### src/rtl/pipe_ctrl_pkg.sv
// Shared types and constants for the pipeline stall/flush sequencer.
// Optional build macro: PIPE_PERF_CNT_EN (stall/flush cycle counters).
package pipe_ctrl_pkg;

  typedef enum logic {
    IDLE = 1'b0,
    WAIT = 1'b1
  } state_e;

  localparam int REG_W       = 5;
  localparam int TIMEOUT_DEF = 64;
  localparam int PERF_W      = 32;

  typedef struct packed {
    logic mem_req;
    logic pc_write;
    logic if_id_stall;
    logic if_id_flush;
    logic id_ex_stall;
    logic id_ex_flush;
    logic ex_mem_stall;
    logic mem_wb_stall;
  } ctrl_t;

  function automatic ctrl_t ctrl_idle();
    ctrl_t c;
    c          = '0;
    c.pc_write = 1'b1;
    return c;
  endfunction

  function automatic ctrl_t ctrl_gstall();
    ctrl_t c;
    c              = '0;
    c.if_id_stall  = 1'b1;
    c.id_ex_stall  = 1'b1;
    c.ex_mem_stall = 1'b1;
    c.mem_wb_stall = 1'b1;
    return c;
  endfunction

  function automatic ctrl_t ctrl_load_use();
    ctrl_t c;
    c             = '0;
    c.if_id_stall = 1'b1;
    c.id_ex_flush = 1'b1;
    return c;
  endfunction

  function automatic ctrl_t ctrl_branch();
    ctrl_t c;
    c             = ctrl_idle();
    c.if_id_flush = 1'b1;
    return c;
  endfunction

endpackage

### src/rtl/pipe_ctrl_hazard_unit.sv
// Load-use detector: ID/EX load whose rd feeds the IF/ID instruction.
// Purely combinational; x0 never creates a hazard.
module hazard_unit
  import pipe_ctrl_pkg::*;
(
  input  logic             id_ex_memread_i,
  input  logic [REG_W-1:0] id_ex_rd_i,
  input  logic [REG_W-1:0] if_id_rs1_i,
  input  logic [REG_W-1:0] if_id_rs2_i,
  output logic             lu_o
);

  logic rd_nz;
  logic rs_hit;

  always_comb begin
    rd_nz  = (id_ex_rd_i != '0);
    rs_hit = (id_ex_rd_i == if_id_rs1_i)
          || (id_ex_rd_i == if_id_rs2_i);
    lu_o   = id_ex_memread_i && rd_nz && rs_hit;
  end

endmodule

### src/rtl/pipe_ctrl.sv
// Central stall/flush sequencer and data-memory handshake FSM.
// Optional build macro: PIPE_PERF_CNT_EN (stall/flush cycle counters).
module pipe_ctrl
  import pipe_ctrl_pkg::*;
#(
  parameter int TIMEOUT = TIMEOUT_DEF,
  parameter int TO_W    = 8
) (
  input  logic             clk_i,
  input  logic             rst_n_i,
  input  logic             start_i,
  input  logic             id_ex_memread_i,
  input  logic [REG_W-1:0] id_ex_rd_i,
  input  logic [REG_W-1:0] if_id_rs1_i,
  input  logic [REG_W-1:0] if_id_rs2_i,
  input  logic             branch_taken_i,
  input  logic             ex_mem_memread_i,
  input  logic             ex_mem_memwrite_i,
  input  logic             mem_ack_i,
  output logic             mem_req_o,
  output logic             pc_write_o,
  output logic             if_id_stall_o,
  output logic             if_id_flush_o,
  output logic             id_ex_stall_o,
  output logic             id_ex_flush_o,
  output logic             ex_mem_stall_o,
  output logic             mem_wb_stall_o,
  output logic             err_o
`ifdef PIPE_PERF_CNT_EN
  ,
  output logic [PERF_W-1:0] stall_cnt_o,
  output logic [PERF_W-1:0] flush_cnt_o
`endif
);

  localparam logic [TO_W-1:0] TO_LAST = TO_W'(TIMEOUT - 1);

  state_e          state_q, state_d;
  logic [TO_W-1:0] cnt_q, cnt_d;
  logic            err_q, err_d;

  logic  run;
  logic  access;
  logic  lu;
  logic  gstall;
  logic  req;
  ctrl_t ctrl;

  hazard_unit u_hazard (
    .id_ex_memread_i (id_ex_memread_i),
    .id_ex_rd_i      (id_ex_rd_i),
    .if_id_rs1_i     (if_id_rs1_i),
    .if_id_rs2_i     (if_id_rs2_i),
    .lu_o            (lu)
  );

  // Reset also gates the outputs so a request drops the instant reset hits.
  assign run    = start_i & rst_n_i;
  assign access = ex_mem_memread_i | ex_mem_memwrite_i;

  always_comb begin
    state_d = state_q;
    cnt_d   = cnt_q;
    err_d   = err_q;
    gstall  = 1'b0;
    req     = 1'b0;
    if (!run) begin
      state_d = IDLE;
      cnt_d   = '0;
    end else begin
      unique case (state_q)
        IDLE: begin
          if (access) begin
            req     = 1'b1;
            gstall  = 1'b1;
            state_d = WAIT;
            cnt_d   = '0;
          end
        end
        WAIT: begin
          req = 1'b1;
          if (mem_ack_i) begin
            state_d = IDLE;
            cnt_d   = '0;
          end else if (cnt_q == TO_LAST) begin
            state_d = IDLE;
            cnt_d   = '0;
            err_d   = 1'b1;
          end else begin
            gstall = 1'b1;
            cnt_d  = cnt_q + 1'b1;
          end
        end
        default: begin
          state_d = IDLE;
          cnt_d   = '0;
        end
      endcase
    end
  end

  // Fixed priority: memory stall, then load-use bubble, then branch flush.
  always_comb begin
    ctrl = ctrl_idle();
    if (run) begin
      if (gstall) begin
        ctrl = ctrl_gstall();
      end else if (lu) begin
        ctrl = ctrl_load_use();
      end else if (branch_taken_i) begin
        ctrl = ctrl_branch();
      end
      ctrl.mem_req = req;
    end
  end

  always_ff @(posedge clk_i or negedge rst_n_i) begin
    if (!rst_n_i) begin
      state_q <= IDLE;
      cnt_q   <= '0;
      err_q   <= 1'b0;
    end else begin
      state_q <= state_d;
      cnt_q   <= cnt_d;
      err_q   <= err_d;
    end
  end

  assign mem_req_o      = ctrl.mem_req;
  assign pc_write_o     = ctrl.pc_write;
  assign if_id_stall_o  = ctrl.if_id_stall;
  assign if_id_flush_o  = ctrl.if_id_flush;
  assign id_ex_stall_o  = ctrl.id_ex_stall;
  assign id_ex_flush_o  = ctrl.id_ex_flush;
  assign ex_mem_stall_o = ctrl.ex_mem_stall;
  assign mem_wb_stall_o = ctrl.mem_wb_stall;
  assign err_o          = err_q;

`ifdef PIPE_PERF_CNT_EN
  logic [PERF_W-1:0] stall_cnt_q, stall_cnt_d;
  logic [PERF_W-1:0] flush_cnt_q, flush_cnt_d;
  logic              stall_ev;
  logic              flush_ev;

  assign stall_ev = run & (gstall | lu);
  assign flush_ev = ctrl.if_id_flush | ctrl.id_ex_flush;

  always_comb begin
    stall_cnt_d = stall_cnt_q;
    flush_cnt_d = flush_cnt_q;
    if (!run) begin
      stall_cnt_d = '0;
      flush_cnt_d = '0;
    end else begin
      if (stall_ev && (stall_cnt_q != '1)) begin
        stall_cnt_d = stall_cnt_q + 1'b1;
      end
      if (flush_ev && (flush_cnt_q != '1)) begin
        flush_cnt_d = flush_cnt_q + 1'b1;
      end
    end
  end

  always_ff @(posedge clk_i or negedge rst_n_i) begin
    if (!rst_n_i) begin
      stall_cnt_q <= '0;
      flush_cnt_q <= '0;
    end else begin
      stall_cnt_q <= stall_cnt_d;
      flush_cnt_q <= flush_cnt_d;
    end
  end

  assign stall_cnt_o = stall_cnt_q;
  assign flush_cnt_o = flush_cnt_q;
`endif

endmodule

### config.mk
export PLATFORM = sky130hd
export DESIGN_NAME = pipe_ctrl
export DESIGN_NICKNAME = d
export VERILOG_FILES = /design/src/rtl/pipe_ctrl_pkg.sv /design/src/rtl/pipe_ctrl_hazard_unit.sv /design/src/rtl/pipe_ctrl.sv
export SDC_FILE = /design/constraint.sdc
export NUM_CORES = 1
export LEC_CHECK = 0
export CORE_UTILIZATION = 40
export CTS_BUF_LIST = sky130_fd_sc_hd__clkbuf_4 sky130_fd_sc_hd__clkbuf_8
export CTS_CLUSTER_SIZE = 30
export DETAILED_ROUTE_END_ITERATION = 6
export HOLD_SLACK_MARGIN = 0.05
export PLACE_DENSITY = 0.76
export SETUP_SLACK_MARGIN = 0.4
export SLEW_MARGIN = 25
export SYNTH_ARGS = -nofsm -noshare
export SYNTH_HDL_FRONTEND = slang
export SYNTH_HIERARCHICAL = 1
export SYNTH_SLANG_ARGS = --single-unit
### constraint.sdc
create_clock -name clk_i -period 2.3 [get_ports clk_i]
set_input_delay 0.46 -clock clk_i [delete_from_list [all_inputs] [get_ports clk_i]]
set_output_delay 0.46 -clock clk_i [all_outputs]
set_load 0.02 [all_outputs]
==> report_table.html, run 1 <==
<table>
<tr><th>Metric</th><th>Value</th></tr>
<tr><th colspan="2">Detailed routing</th></tr>
<tr><td>Total wire length after detailed routing</td><td>2.325 mm</td></tr>
<tr><td>DR vias/cell</td><td>5.146</td></tr>
<tr><td>Antenna violation net count after detailed routing</td><td>0</td></tr>
<tr><td>Count of routing violations after the opening detailed-route iteration</td><td>16</td></tr>
<tr><td>DR DRC count</td><td>0</td></tr>
<tr><td>Vias</td><td>844</td></tr>
<tr><td>WL/cell</td><td>14.18 um</td></tr>
<tr><td>Router iterations before antenna repair</td><td>4</td></tr>
<tr><th colspan="2">Layout</th></tr>
<tr><td>Multi-input combinational cell area</td><td>526.8 um^2</td></tr>
<tr><td>Antenna diode instance count</td><td>0</td></tr>
<tr><td>Core occupancy in the finished layout</td><td>78.92%</td></tr>
<tr><td>Most frequent standard cell in the layout excluding fill and tap cells</td><td>sky130_fd_sc_hd__buf_4</td></tr>
<tr><td>Synthesis-to-layout area growth</td><td>84.42%</td></tr>
<tr><td>Share of post-route cells with drive strength above 1</td><td>46.76%</td></tr>
<tr><td>Number of nets at the end of the flow</td><td>165</td></tr>
<tr><td>Leading cell types in the layout, fill and taps excluded</td><td>sky130_fd_sc_hd__buf_4, sky130_fd_sc_hd__dfrtp_1, sky130_fd_sc_hd__buf_6, sky130_fd_sc_hd__dlygate4sd2_1</td></tr>
<tr><td>Filler cell count in the final layout</td><td>122</td></tr>
<tr><td>Area used by sequential logic in the layout</td><td>250.2 um^2</td></tr>
<tr><th colspan="2">Outcome</th></tr>
<tr><td>Result of the run</td><td>finished, final reports clean</td></tr>
<tr><th colspan="2">Floorplan</th></tr>
<tr><td>Die X</td><td>45.22 um</td></tr>
<tr><td>DIE HEIGHT</td><td>45.22 um</td></tr>
<tr><td>Initial Util</td><td>42.80%</td></tr>
<tr><td>Number of cell rows</td><td>15</td></tr>
<tr><td>Number of primary I/O pins</td><td>32</td></tr>
<tr><td>Die Footprint</td><td>0.002044 mm^2</td></tr>
<tr><td>Placeable Area</td><td>0.001745 mm^2</td></tr>
<tr><th colspan="2">Setup path</th></tr>
<tr><td>Critical path startpoint category</td><td>primary input</td></tr>
<tr><td>Worst r2r src</td><td>cnt_q[1]</td></tr>
<tr><td>Reg-to-Reg End</td><td>cnt_q[7]</td></tr>
<tr><td>Critical Path End Type</td><td>output pin</td></tr>
<tr><td>Endpoint arrival time on the critical path</td><td>1.78 ns</td></tr>
<tr><td>Depth of the worst register-to-register path</td><td>6</td></tr>
<tr><td>Required arrival time at the worst endpoint</td><td>1.84 ns</td></tr>
<tr><td>Worst reg-to-reg setup slack</td><td>0.76 ns</td></tr>
<tr><td>Critical path class</td><td>primary input to output pin</td></tr>
<tr><td>Largest driver fanout on the critical path</td><td>2</td></tr>
<tr><th colspan="2">Clock network</th></tr>
<tr><td>Clock root cell</td><td>sky130_fd_sc_hd__clkbuf_4</td></tr>
<tr><td>Clock-pin slew on the worst setup and hold paths</td><td>0.06 ns</td></tr>
<tr><td>Clock buffers created by TritonCTS</td><td>3</td></tr>
<tr><td>Clock H-tree levels</td><td>1</td></tr>
<tr><td>Quantity of hold-fixing buffers added after cts</td><td>0</td></tr>
<tr><td>Clock latency reported for the late side of the worst-skew pair</td><td>0.26 ns</td></tr>
<tr><td>Clock tree from TritonCTS</td><td>done</td></tr>
<tr><td>Buffers from clock root to sink, at most</td><td>2</td></tr>
<tr><td>Number of clock sinks</td><td>10</td></tr>
<tr><th colspan="2">Power and ir drop</th></tr>
<tr><td>Clock group share of total power</td><td>27.0%</td></tr>
<tr><td>Sw Ratio</td><td>26.93%</td></tr>
<tr><td>P_sw</td><td>117.9 uW</td></tr>
<tr><td>Final Power</td><td>437.7 uW</td></tr>
<tr><td>Pleak</td><td>0.6864 nW</td></tr>
<tr><td>Sequential share of power</td><td>40.7%</td></tr>
<tr><td>Fraction of power consumed by combinational cells</td><td>32.3%</td></tr>
<tr><td>Power per unit of standard cell area</td><td>317.8 mW/mm^2</td></tr>
<tr><td>Worst ir drop on vdd</td><td>0.0001976 V</td></tr>
<tr><td>Power Internal</td><td>319.8 uW</td></tr>
<tr><th colspan="2">STA</th></tr>
<tr><td>Post-layout min period</td><td>2.244 ns</td></tr>
<tr><td>Number of max-slew violations in the final report</td><td>0</td></tr>
<tr><td>Final Hold Viols</td><td>0</td></tr>
<tr><td>Setup slack after layout</td><td>0.05591 ns</td></tr>
<tr><td>F_max</td><td>0.4456 GHz</td></tr>
<tr><td>Slew at the pin closest to its max-slew limit</td><td>0.2795 ns</td></tr>
<tr><td>Final period util</td><td>97.57%</td></tr>
<tr><td>RSZ-0062 raised after global routing</td><td>yes</td></tr>
<tr><td>Final setup vio count</td><td>0</td></tr>
<tr><td>Clock Skews</td><td>0.001486 ns</td></tr>
<tr><td>Worst-case headroom to the max-slew limit</td><td>81.27%</td></tr>
<tr><th colspan="2">Placement</th></tr>
<tr><td>Pre-CTS setup slack</td><td>-0.7913 ns</td></tr>
<tr><td>HPWL Detailed</td><td>1.643 mm</td></tr>
<tr><td>Port-buffer cells</td><td>31</td></tr>
<tr><td>Routability Congestion</td><td>0.7971</td></tr>
<tr><th colspan="2">Synthesis</th></tr>
<tr><td>Synthesized area divided by synthesized cell count</td><td>9.337 um^2</td></tr>
<tr><td>Syn Inst Count</td><td>80</td></tr>
<tr><td>Prevailing post-synth register cell</td><td>sky130_fd_sc_hd__dfrtp_1</td></tr>
<tr><td>Portion of the post-synthesis area used by sequential elements</td><td>33.50%</td></tr>
<tr><td>Flip-flop and latch count after synthesis</td><td>10</td></tr>
<tr><td>Post-synth ARST share</td><td>100.0%</td></tr>
<tr><td>EDFF count, synth</td><td>0</td></tr>
<tr><td>Synthesis Warnings</td><td>6</td></tr>
<tr><td>Count of unique library cells instantiated by Yosys</td><td>36</td></tr>
<tr><td>Synthesized area</td><td>747.0 um^2</td></tr>
<tr><td>Synthesized netlist net count</td><td>104</td></tr>
<tr><th colspan="2">Global route</th></tr>
<tr><td>Pin count of the biggest net entering global routing</td><td>15</td></tr>
<tr><td>Wire length of the first global-routing pass</td><td>3.546 mm</td></tr>
<tr><td>Remaining global-route overflow</td><td>0</td></tr>
<tr><td>Overall global routing resource usage</td><td>25.10%</td></tr>
<tr><td>Number of antenna violations at the first check in global routing</td><td>0</td></tr>
<tr><td>Via count of the first global-routing pass</td><td>849</td></tr>
<tr><th colspan="2">Job</th></tr>
<tr><td>Number of violations of the max-capacitance limit</td><td>0</td></tr>
<tr><th colspan="2">Min path</th></tr>
<tr><td>Worst min-delay path class</td><td>primary input to asynchronous set/reset pin</td></tr>
</table>
-- cell type report --
cell class / instances / area share (%)
repair buffers: 61 / 39.42
multi-input cells: 64 / 38.24
flip-flops and latches: 10 / 18.17
well taps: 25 / 2.271
clock buffers: 3 / 1.635
inverters: 1 / 0.2725
-- worst max-delay path by stage --
| stage | start | slack, ns | end |
|---|---|---|---|
| floorplan | cnt_q[1] | 0.23 | if_id_stall_o |
| global placement | id_ex_rd_i[1] | -0.74 | if_id_flush_o |
| detailed placement | id_ex_rd_i[4] | -0.79 | id_ex_flush_o |
| CTS | id_ex_rd_i[1] | 0.03 | if_id_flush_o |
| global route | id_ex_rd_i[1] | -0.01 | if_id_flush_o |
| finish | id_ex_rd_i[1] | 0.06 | if_id_flush_o |
-- power groups by stage --
stage	logic, mW	registers, mW	clock network (mW)
2_1_floorplan	0.0476	0.182	0
3_3_place_gp	0.124	0.181	0
3_5_place_dp	0.127	0.181	0
4_1_cts	0.130	0.178	0.121
5_1_grt	0.150	0.178	0.130
6_report	0.141	0.178	0.118
-- through the flow --
stage	hold WS [ns]	area [um^2]	std cells	setup TNS (ns)
after floorplan	0.1644	795.8	80	0
after global placement	0.4544	1237	150	-3.738
after detailed placement	0.4563	1237	150	-4.191
after global routing	0.1890	1378	164	-0.01127
final	0.1850	1378	164	0
after CTS	0.4709	1301	159	0
-- worst max-delay path, cell delays in order --
cell	delay [ns]
sky130_fd_sc_hd__buf_8	0.09
sky130_fd_sc_hd__or4_4	0.52
sky130_fd_sc_hd__o21ai_2	0.13
sky130_fd_sc_hd__a21oi_2	0.05
sky130_fd_sc_hd__buf_4	0.14
sky130_fd_sc_hd__nor4b_4	0.21
sky130_fd_sc_hd__buf_4	0.18
-- synth_stat cells, drive strengths merged, types with 2 or more instances --
| master | number | area, um^2 |
|---|---|---|
| and3 | 2 | 12.51 |
| o21ai | 7 | 35.03 |
| a21o | 3 | 31.28 |
| dfrtp | 10 | 250.2 |
| buf | 5 | 42.53 |
| nand2 | 8 | 30.03 |
| xnor2 | 4 | 35.03 |
| nor3 | 5 | 30.03 |
| nand3 | 6 | 30.03 |
| xor2 | 7 | 61.31 |
| nor2 | 4 | 15.01 |
-- state kept, by name, summed over array words and instances (netlist names) --
name and cells:
err_o 1, cnt_q 8, state_q 1
-- cells by family after synthesis --
group,Yosys count,synth area share [%]
XOR/XNOR,11,12.90
buffers and inverters,6,6.196
adder cells (fa/ha/maj),1,1.675
AO/OA/AOI/OAI,19,19.77
flip-flops,10,33.50
AND/OR/NAND/NOR,33,25.97
-- metal layers --
| layer | up-vias | wire, um | global-route usage [%] |
|---|---|---|---|
| li1 | 409 | - | - |
| met1 | 398 | 896 | 26.98 |
| met2 | 33 | 1305 | 47.54 |
| met3 | 4 | 80 | 3.600 |
| met4 | 0 | 43 | 11.52 |
| met5 | - | 0 | 0 |
-- repair_timing --
action,CTS,global route
resized for setup,79,13
buffers inserted,6,5
pin swaps,14,11
hold endpoints to repair,0,0
setup endpoints to repair,8,9
gates cloned,0,0
(Power assumes the default switching activity.)
==> inputs of run 2 (changes only) <==
CORE_ASPECT_RATIO = 1.25   (was not set)
TNS_END_PERCENT = 50   (was not set)
==> run 2 against run 1 <==
  * The run now ends with setup timing left
  * Clock-buffer cell count rose by 1
  * Sequential cell count is the same
  * Combinational power fell by 4%
  * Utilization fell by 1.5 points
  * Clock skew rose by 0.0028 ns
  * Fmax decreased by 3.3%
  * Via count grew 4.4%
  * Setup slack got worse by 0.075 ns
  * Final cell count shrank 3.7%
  * Critical path depth shrank 1
  * Critical path type unchanged
  * Largest power group unchanged
  * Highest routed layer unchanged
==> report_table.html, run 2 (synthesis results as in run 1) <==
<table>
<tr><th>Metric</th><th>Value</th></tr>
<tr><th colspan="2">Outcome</th></tr>
<tr><td>Result of the run</td><td>finished, violations left</td></tr>
<tr><td>Violated checks</td><td>setup timing</td></tr>
<tr><th colspan="2">Global route</th></tr>
<tr><td>Via count of the first global-routing pass</td><td>811 (-4.5%)</td></tr>
<tr><td>Wire length of the first global-routing pass</td><td>3.291 mm (-7.2%)</td></tr>
<tr><td>Overall global routing resource usage</td><td>23.79% (-1.3 points)</td></tr>
<tr><td>Pin count of the biggest net entering global routing</td><td>15 (unchanged)</td></tr>
<tr><td>Remaining global-route overflow</td><td>0 (unchanged)</td></tr>
<tr><td>Number of antenna violations at the first check in global routing</td><td>0 (unchanged)</td></tr>
<tr><th colspan="2">Clock network</th></tr>
<tr><td>Clock buffers created by TritonCTS</td><td>3 (unchanged)</td></tr>
<tr><td>Clock root cell</td><td>sky130_fd_sc_hd__clkbuf_4</td></tr>
<tr><td>Clock tree from TritonCTS</td><td>done</td></tr>
<tr><td>Clock H-tree levels</td><td>1 (unchanged)</td></tr>
<tr><td>Buffers from clock root to sink, at most</td><td>2 (unchanged)</td></tr>
<tr><td>Number of clock sinks</td><td>10 (unchanged)</td></tr>
<tr><td>Clock latency reported for the late side of the worst-skew pair</td><td>0.28 ns (+0.02 ns)</td></tr>
<tr><td>Quantity of hold-fixing buffers added after cts</td><td>0 (unchanged)</td></tr>
<tr><td>Clock-pin slew on the worst setup and hold paths</td><td>0.08 ns (+0.02 ns)</td></tr>
<tr><th colspan="2">Detailed routing</th></tr>
<tr><td>Vias</td><td>881 (+4.4%)</td></tr>
<tr><td>WL/cell</td><td>15.69 um (+11%)</td></tr>
<tr><td>Router iterations before antenna repair</td><td>4 (unchanged)</td></tr>
<tr><td>Antenna violation net count after detailed routing</td><td>0 (unchanged)</td></tr>
<tr><td>DR vias/cell</td><td>5.576 (+8.3%)</td></tr>
<tr><td>DR DRC count</td><td>0 (unchanged)</td></tr>
<tr><td>Count of routing violations after the opening detailed-route iteration</td><td>24 (+8)</td></tr>
<tr><td>Total wire length after detailed routing</td><td>2.479 mm (+6.6%)</td></tr>
<tr><th colspan="2">STA</th></tr>
<tr><td>Fin Hold WS</td><td>0.3317 ns (+0.1468 ns)</td></tr>
<tr><td>RSZ-0062 raised after global routing</td><td>yes</td></tr>
<tr><td>Final period util</td><td>100.8% (+3.3 points)</td></tr>
<tr><td>F_max</td><td>0.4311 GHz (-3.3%)</td></tr>
<tr><td>Worst-case headroom to the max-slew limit</td><td>79.63% (-1.6 points)</td></tr>
<tr><td>Setup slack after layout</td><td>-0.01949 ns (-0.07540 ns)</td></tr>
<tr><td>Slew at the pin closest to its max-slew limit</td><td>0.3049 ns (+0.02541 ns)</td></tr>
<tr><td>Post-layout min period</td><td>2.319 ns (+0.07540 ns)</td></tr>
<tr><td>Final Hold Viols</td><td>0 (unchanged)</td></tr>
<tr><td>Final setup vio count</td><td>1 (+1)</td></tr>
<tr><td>Clock Skews</td><td>0.004262 ns (+0.002776 ns)</td></tr>
<tr><td>Number of max-slew violations in the final report</td><td>0 (unchanged)</td></tr>
<tr><th colspan="2">Floorplan</th></tr>
<tr><td>Initial Util</td><td>42.31% (-0.49 points)</td></tr>
<tr><td>DIE HEIGHT</td><td>50.32 um (+11%)</td></tr>
<tr><td>Number of cell rows</td><td>17 (+2)</td></tr>
<tr><td>Die X</td><td>40.65 um (-10%)</td></tr>
<tr><td>Die Footprint</td><td>0.002045 mm^2 (about the same)</td></tr>
<tr><td>Placeable Area</td><td>0.001765 mm^2 (+1.1%)</td></tr>
<tr><td>Number of primary I/O pins</td><td>32 (unchanged)</td></tr>
<tr><th colspan="2">Layout</th></tr>
<tr><td>Antenna diode instance count</td><td>0 (unchanged)</td></tr>
<tr><td>Max reg flops</td><td>8 (unchanged)</td></tr>
<tr><td>Number of nets at the end of the flow</td><td>164 (-0.61%)</td></tr>
<tr><td>Leading cell types in the layout, fill and taps excluded</td><td>sky130_fd_sc_hd__buf_4, sky130_fd_sc_hd__dfrtp_1, sky130_fd_sc_hd__nand2_1, sky130_fd_sc_hd__xor2_1, sky130_fd_sc_hd__dlygate4sd2_1</td></tr>
<tr><td>Most frequent standard cell in the layout excluding fill and tap cells</td><td>sky130_fd_sc_hd__buf_4</td></tr>
<tr><td>Share of post-route cells with drive strength above 1</td><td>48.20% (+1.4 points)</td></tr>
<tr><td>Top reg by flops</td><td>cnt_q</td></tr>
<tr><td>Synthesis-to-layout area growth</td><td>83.08%</td></tr>
<tr><td>Total non-filler cell area in the finished layout</td><td>0.001368 mm^2 (-0.73%)</td></tr>
<tr><th colspan="2">Power and ir drop</th></tr>
<tr><td>Power per unit of standard cell area</td><td>353.4 mW/mm^2 (+11%)</td></tr>
<tr><td>Pleak</td><td>0.6691 nW (-2.5%)</td></tr>
<tr><td>Worst ir drop on vdd</td><td>0.0002427 V (+23%)</td></tr>
<tr><td>Final Power</td><td>483.3 uW (+10%)</td></tr>
<tr><th colspan="2">Setup path</th></tr>
<tr><td>Required arrival time at the worst endpoint</td><td>1.84 ns (about the same)</td></tr>
<tr><td>Worst path max stage delay</td><td>0.54 ns (+0.02 ns)</td></tr>
<tr><td>Worst path slowest cell</td><td>sky130_fd_sc_hd__or4_4</td></tr>
<tr><td>Largest driver fanout on the critical path</td><td>3 (+1)</td></tr>
<tr><td>Critical path startpoint category</td><td>primary input</td></tr>
<tr><td>Sequence of cells on the critical path</td><td>buf_8 &gt; or4_4 &gt; o21ai_4 &gt; a21oi_4 &gt; nor4b_4 &gt; buf_4</td></tr>
<tr><td>Buf/Inv on CP</td><td>2 (-1)</td></tr>
<tr><td>Endpoint arrival time on the critical path</td><td>1.86 ns (+0.08 ns)</td></tr>
<tr><td>Family with the most delay on the worst path</td><td>simple AND/OR/NAND/NOR gates</td></tr>
<tr><td>Critical path class</td><td>primary input to output pin</td></tr>
<tr><td>Critical Path End Type</td><td>output pin</td></tr>
<tr><th colspan="2">Min path</th></tr>
<tr><td>Worst min-delay path class</td><td>primary input to asynchronous set/reset pin</td></tr>
<tr><th colspan="2">Placement</th></tr>
<tr><td>Placed instance area</td><td>0.001245 mm^2 (+0.61%)</td></tr>
<tr><td>Pre-CTS setup slack</td><td>-0.7966 ns (-0.005347 ns)</td></tr>
<tr><td>HPWL Detailed</td><td>1.622 mm (-1.3%)</td></tr>
<tr><td>Port-buffer cells</td><td>31 (unchanged)</td></tr>
<tr><td>Routability Congestion</td><td>0.7227 (-9.3%)</td></tr>
<tr><th colspan="2">Job</th></tr>
<tr><td>Number of violations of the max-capacitance limit</td><td>0 (unchanged)</td></tr>
</table>
[run 2: changes by cell type in the layout (fill, tap and decap cells not counted), sizes merged]
cell           change
clkbuf             +1
clkdlybuf4s15      +1
buf                +1
dlymetal6s2s       -2
dlygate4sd2        -1
[run 2: area by class of cell]
| class | count | area (um^2) |
|---|---|---|
| multi-input combinational | 64 | 544.3 |
| timing repair buffer | 60 | 509.2 |
| fill | 127 | 397.9 |
| sequential | 10 | 250.2 |
| clock buffer | 4 | 36.28 |
| tap | 19 | 23.77 |
| inverter | 1 | 3.754 |
[run 2: worst reg2reg max path, cell delays in order (launching register included)]
cell and delay, ns:
sky130_fd_sc_hd__dfrtp_1 0.39, sky130_fd_sc_hd__ha_2 0.20, sky130_fd_sc_hd__and3_4 0.16, sky130_fd_sc_hd__buf_4 0.12
sky130_fd_sc_hd__buf_4 0.12, sky130_fd_sc_hd__buf_4 0.15, sky130_fd_sc_hd__a21o_4 0.24, sky130_fd_sc_hd__nor3_1 0.22
sky130_fd_sc_hd__a211o_1 0.13
[run 2: worst paths after layout]
kind | start | to | slack [ns] | cells past startpoint
max | id_ex_rd_i[2] | if_id_flush_o | -0.02 | 6
max in group asynchronous | rst_n_i | cnt_q[6] | 1.79 | 2
min | rst_n_i | cnt_q[5] | 0.33 | 2
max reg2reg | cnt_q[1] | cnt_q[3] | 0.51 | 8
min reg2reg | err_o | err_o | 0.48 | 1
min in group clk_i | err_o | err_o | 0.48 | 1
[run 2: per-stage QoR]
stage                TNS, ns  utilization (%)  instances
floorplan                  0                -         80
global placement      -4.026            70.52        146
detailed placement    -4.189            70.52        146
CTS                        0            73.56        155
global route        -0.08268            77.46        158
finish              -0.01949            77.46        158
[run 2: report_power, final]
part | internal [mW] | switching [mW]
clock | 0.0964 | 0.0737
combinational | 0.0755 | 0.0598
sequential | 0.177 | 0.000973
total | 0.349 | 0.134
[run 2: per-layer routing]
layer / wire length [um] / track usage, % / up-vias
met5: 0 / 0 / -
met4: 97 / 13.89 / 0
met3: 115 / 5.310 / 10
met2: 1399 / 41.80 / 47
met1: 866 / 23.27 / 419
li1: - / - / 405
[run 2: what timing repair did]
| item | 4_1_cts | 5_1_grt |
|---|---|---|
| setup buffers | 5 | 3 |
| setup endpoints to repair | 8 | 8 |
| gates resized for setup | 77 | 15 |
| cloned | 0 | 0 |
| pin swaps | 21 | 8 |
| endpoints found under the hold margin | 0 | 0 |
==> inputs of run 3 (changes only) <==
clock period = 2.86 ns   (was 2.3 ns; I/O delays follow)
==> run 3 against run 2 <==
  * The flow now finishes without violations
  * Cell area shrank 16%
  * Via count down 16%
  * Sequential share of layout area grew 3.4 points
  * Critical endpoint unchanged
  * Register-to-register slack gained 0.77 ns
  * Clock power decreased by 46%
  * First-iteration DRC count fell by 50%
  * Critical path type unchanged
==> report_table.html, run 3 (synthesis results as in run 1) <==
<table>
<tr><th>Metric</th><th>Value</th></tr>
<tr><th colspan="2">STA</th></tr>
<tr><td>Setup slack after layout</td><td>0.3841 ns (+0.4035 ns)</td></tr>
<tr><td>Total negative slack</td><td>0 ns (+0.01949 ns)</td></tr>
<tr><td>Final setup vio count</td><td>0 (-1)</td></tr>
<tr><td>Slew at the pin closest to its max-slew limit</td><td>0.2370 ns (-0.06790 ns)</td></tr>
<tr><td>Final period util</td><td>86.57%</td></tr>
<tr><td>Worst-case headroom to the max-slew limit</td><td>84.20% (+4.6 points)</td></tr>
<tr><td>Final Hold Viols</td><td>0 (unchanged)</td></tr>
<tr><td>Clock Skews</td><td>0.002111 ns (-0.002151 ns)</td></tr>
<tr><td>Number of max-slew violations in the final report</td><td>0 (unchanged)</td></tr>
<tr><td>F_max</td><td>0.4039 GHz</td></tr>
<tr><td>RSZ-0062 raised after global routing</td><td>yes</td></tr>
<tr><td>Post-layout min period</td><td>2.476 ns</td></tr>
<tr><th colspan="2">Floorplan</th></tr>
<tr><td>Die Footprint</td><td>0.002045 mm^2 (unchanged)</td></tr>
<tr><td>Die X</td><td>40.65 um (unchanged)</td></tr>
<tr><td>DIE HEIGHT</td><td>50.32 um (unchanged)</td></tr>
<tr><td>Initial Util</td><td>42.31% (unchanged)</td></tr>
<tr><td>Placeable Area</td><td>0.001765 mm^2 (unchanged)</td></tr>
<tr><td>Number of primary I/O pins</td><td>32 (unchanged)</td></tr>
<tr><td>Number of cell rows</td><td>17 (unchanged)</td></tr>
<tr><th colspan="2">Global route</th></tr>
<tr><td>Via count of the first global-routing pass</td><td>655 (-19%)</td></tr>
<tr><td>Overall global routing resource usage</td><td>17.87% (-5.9 points)</td></tr>
<tr><td>Pin count of the biggest net entering global routing</td><td>15 (unchanged)</td></tr>
<tr><td>Remaining global-route overflow</td><td>0 (unchanged)</td></tr>
<tr><td>Number of antenna violations at the first check in global routing</td><td>0 (unchanged)</td></tr>
<tr><td>Wire length of the first global-routing pass</td><td>2.518 mm (-23%)</td></tr>
<tr><th colspan="2">Layout</th></tr>
<tr><td>Area used by sequential logic in the layout</td><td>250.2 um^2 (unchanged)</td></tr>
<tr><td>Core occupancy in the finished layout</td><td>65.41% (-12 points)</td></tr>
<tr><td>Top reg by flops</td><td>cnt_q</td></tr>
<tr><td>Most frequent standard cell in the layout excluding fill and tap cells</td><td>sky130_fd_sc_hd__buf_4</td></tr>
<tr><td>Max reg flops</td><td>8 (unchanged)</td></tr>
<tr><td>Filler cell count in the final layout</td><td>163 (+28%)</td></tr>
<tr><td>Leading cell types in the layout, fill and taps excluded</td><td>sky130_fd_sc_hd__buf_4, sky130_fd_sc_hd__dfrtp_1, sky130_fd_sc_hd__clkdlybuf4s50_1</td></tr>
<tr><td>Multi-input combinational cell area</td><td>469.2 um^2 (-14%)</td></tr>
<tr><td>Share of post-route cells with drive strength above 1</td><td>31.71% (-16 points)</td></tr>
<tr><td>Number of nets at the end of the flow</td><td>149 (-9.1%)</td></tr>
<tr><td>Post-route non-filler standard cell count</td><td>142 (-10%)</td></tr>
<tr><td>Antenna diode instance count</td><td>0 (unchanged)</td></tr>
<tr><td>Synthesis-to-layout area growth</td><td>54.61%</td></tr>
<tr><th colspan="2">Setup path</th></tr>
<tr><td>Endpoint arrival time on the critical path</td><td>1.90 ns (+0.04 ns)</td></tr>
<tr><td>Critical path startpoint category</td><td>primary input</td></tr>
<tr><td>Required arrival time at the worst endpoint</td><td>2.29 ns (+0.45 ns)</td></tr>
<tr><td>Largest driver fanout on the critical path</td><td>5 (+2)</td></tr>
<tr><td>Launch point of the critical path</td><td>start_i</td></tr>
<tr><td>Worst r2r src</td><td>cnt_q[0]</td></tr>
<tr><td>Critical Path End Type</td><td>output pin</td></tr>
<tr><td>Critical path class</td><td>primary input to output pin</td></tr>
<tr><th colspan="2">Detailed routing</th></tr>
<tr><td>DR vias/cell</td><td>5.197 (-6.8%)</td></tr>
<tr><td>Count of routing violations after the opening detailed-route iteration</td><td>12 (-50%)</td></tr>
<tr><td>Antenna violation net count after detailed routing</td><td>0 (unchanged)</td></tr>
<tr><td>DR DRC count</td><td>0 (unchanged)</td></tr>
<tr><td>WL/cell</td><td>11.96 um (-24%)</td></tr>
<tr><td>Router iterations before antenna repair</td><td>3 (-1)</td></tr>
<tr><td>Vias</td><td>738 (-16%)</td></tr>
<tr><td>Total wire length after detailed routing</td><td>1.698 mm (-32%)</td></tr>
<tr><th colspan="2">Power and ir drop</th></tr>
<tr><td>Power per unit of standard cell area</td><td>282.5 mW/mm^2 (-20%)</td></tr>
<tr><td>Pleak</td><td>0.5697 nW (-15%)</td></tr>
<tr><td>Worst ir drop on vdd</td><td>0.0002052 V (-15%)</td></tr>
<tr><th colspan="2">Placement</th></tr>
<tr><td>HPWL Detailed</td><td>1.362 mm (-16%)</td></tr>
<tr><td>Port-buffer cells</td><td>31 (unchanged)</td></tr>
<tr><td>Routability Congestion</td><td>0.6744 (-6.7%)</td></tr>
<tr><td>Cell Count Post-Placement</td><td>136 (-6.8%)</td></tr>
<tr><td>Pre-CTS setup slack</td><td>-0.3589 ns (+0.4377 ns)</td></tr>
<tr><th colspan="2">Clock network</th></tr>
<tr><td>Clock H-tree levels</td><td>1 (unchanged)</td></tr>
<tr><td>Number of clock sinks</td><td>10 (unchanged)</td></tr>
<tr><td>Clock-pin slew on the worst setup and hold paths</td><td>0.06 ns (-0.02 ns)</td></tr>
<tr><td>Quantity of hold-fixing buffers added after cts</td><td>0 (unchanged)</td></tr>
<tr><td>Clock latency reported for the late side of the worst-skew pair</td><td>0.25 ns (-0.03 ns)</td></tr>
<tr><td>Clock buffers created by TritonCTS</td><td>3 (unchanged)</td></tr>
<tr><td>Buffers from clock root to sink, at most</td><td>2 (unchanged)</td></tr>
<tr><td>Clock tree from TritonCTS</td><td>done</td></tr>
<tr><td>Clock root cell</td><td>sky130_fd_sc_hd__clkbuf_4</td></tr>
<tr><th colspan="2">Outcome</th></tr>
<tr><td>Result of the run</td><td>finished, final reports clean</td></tr>
<tr><th colspan="2">Min path</th></tr>
<tr><td>Worst min-delay path class</td><td>primary input to asynchronous set/reset pin</td></tr>
<tr><th colspan="2">Job</th></tr>
<tr><td>Number of violations of the max-capacitance limit</td><td>0 (unchanged)</td></tr>
</table>
## run 3: changes by cell type in the layout (fill, tap and decap cells not counted), moves of 2 or more
cell                              change
sky130_fd_sc_hd__buf_4               -14
sky130_fd_sc_hd__clkdlybuf4s50_1      +2
sky130_fd_sc_hd__clkbuf_2             +2
sky130_fd_sc_hd__dlymetal6s2s_1       +2
sky130_fd_sc_hd__buf_2                -2
sky130_fd_sc_hd__buf_8                -2
sky130_fd_sc_hd__buf_6                -4
## run 3: critical path, stage by stage
cell	delay, ns
sky130_fd_sc_hd__clkdlybuf4s50_1	0.43
sky130_fd_sc_hd__nand2_2	0.10
sky130_fd_sc_hd__nor2_2	0.05
sky130_fd_sc_hd__a21boi_4	0.15
sky130_fd_sc_hd__buf_4	0.14
sky130_fd_sc_hd__nor4b_2	0.26
sky130_fd_sc_hd__buf_2	0.20
## run 3: final timing paths
| check | endpoint | slack (ns) | cells past startpoint |
|---|---|---|---|
| max reg2reg | cnt_q[7] | 1.28 | 6 |
| min reg2reg | err_o | 0.47 | 1 |
| max in group asynchronous | cnt_q[2] | 2.36 | 2 |
| max | if_id_flush_o | 0.38 | 7 |
| min in group clk_i | err_o | 0.47 | 1 |
| min | cnt_q[6] | 0.34 | 2 |
## run 3: layout make-up
type	count	share of cell area, %
clock buffer	3	1.950
inverter	1	0.3250
multi-input combinational	64	40.63
sequential	10	21.67
tap	19	2.059
timing repair buffer	45	33.37
## run 3: repair_timing
action / in CTS / in global routing
pin swaps: 10 / 3
resized for setup: 53 / 11
setup buffers: 0 / 3
hold endpoints to repair: 0 / 0
setup endpoints to repair: 8 / 7
## run 3: routing by layer
layer / part of all wire, % / up-vias / global-route usage, %
li1: - / 376 / -
met1: 42 / 338 / 19.28
met2: 54 / 22 / 31.48
met3: 3.1 / 2 / 3.982
met4: 0.82 / 0 / 6.667
met5: 0 / - / 0
## run 3: power by group
part           internal (mW)  total, mW  leakage (nW)  switching, mW
combinational         0.0526     0.0913         0.417         0.0387
sequential             0.142      0.144         0.139        0.00149
clock                 0.0483     0.0910        0.0138         0.0426
## run 3: stage by stage
step / total power [mW] / cell area [um^2] / hold WS, ns
after detailed placement: 0.2412 / 1121 / 0.4620
after CTS: 0.3286 / 1131 / 0.4758
after global placement: 0.2400 / 1121 / 0.4533
after global routing: 0.3429 / 1155 / 0.3513
after floorplan: 0.1798 / 747.0 / 0.2764
final: 0.3262 / 1155 / 0.3387
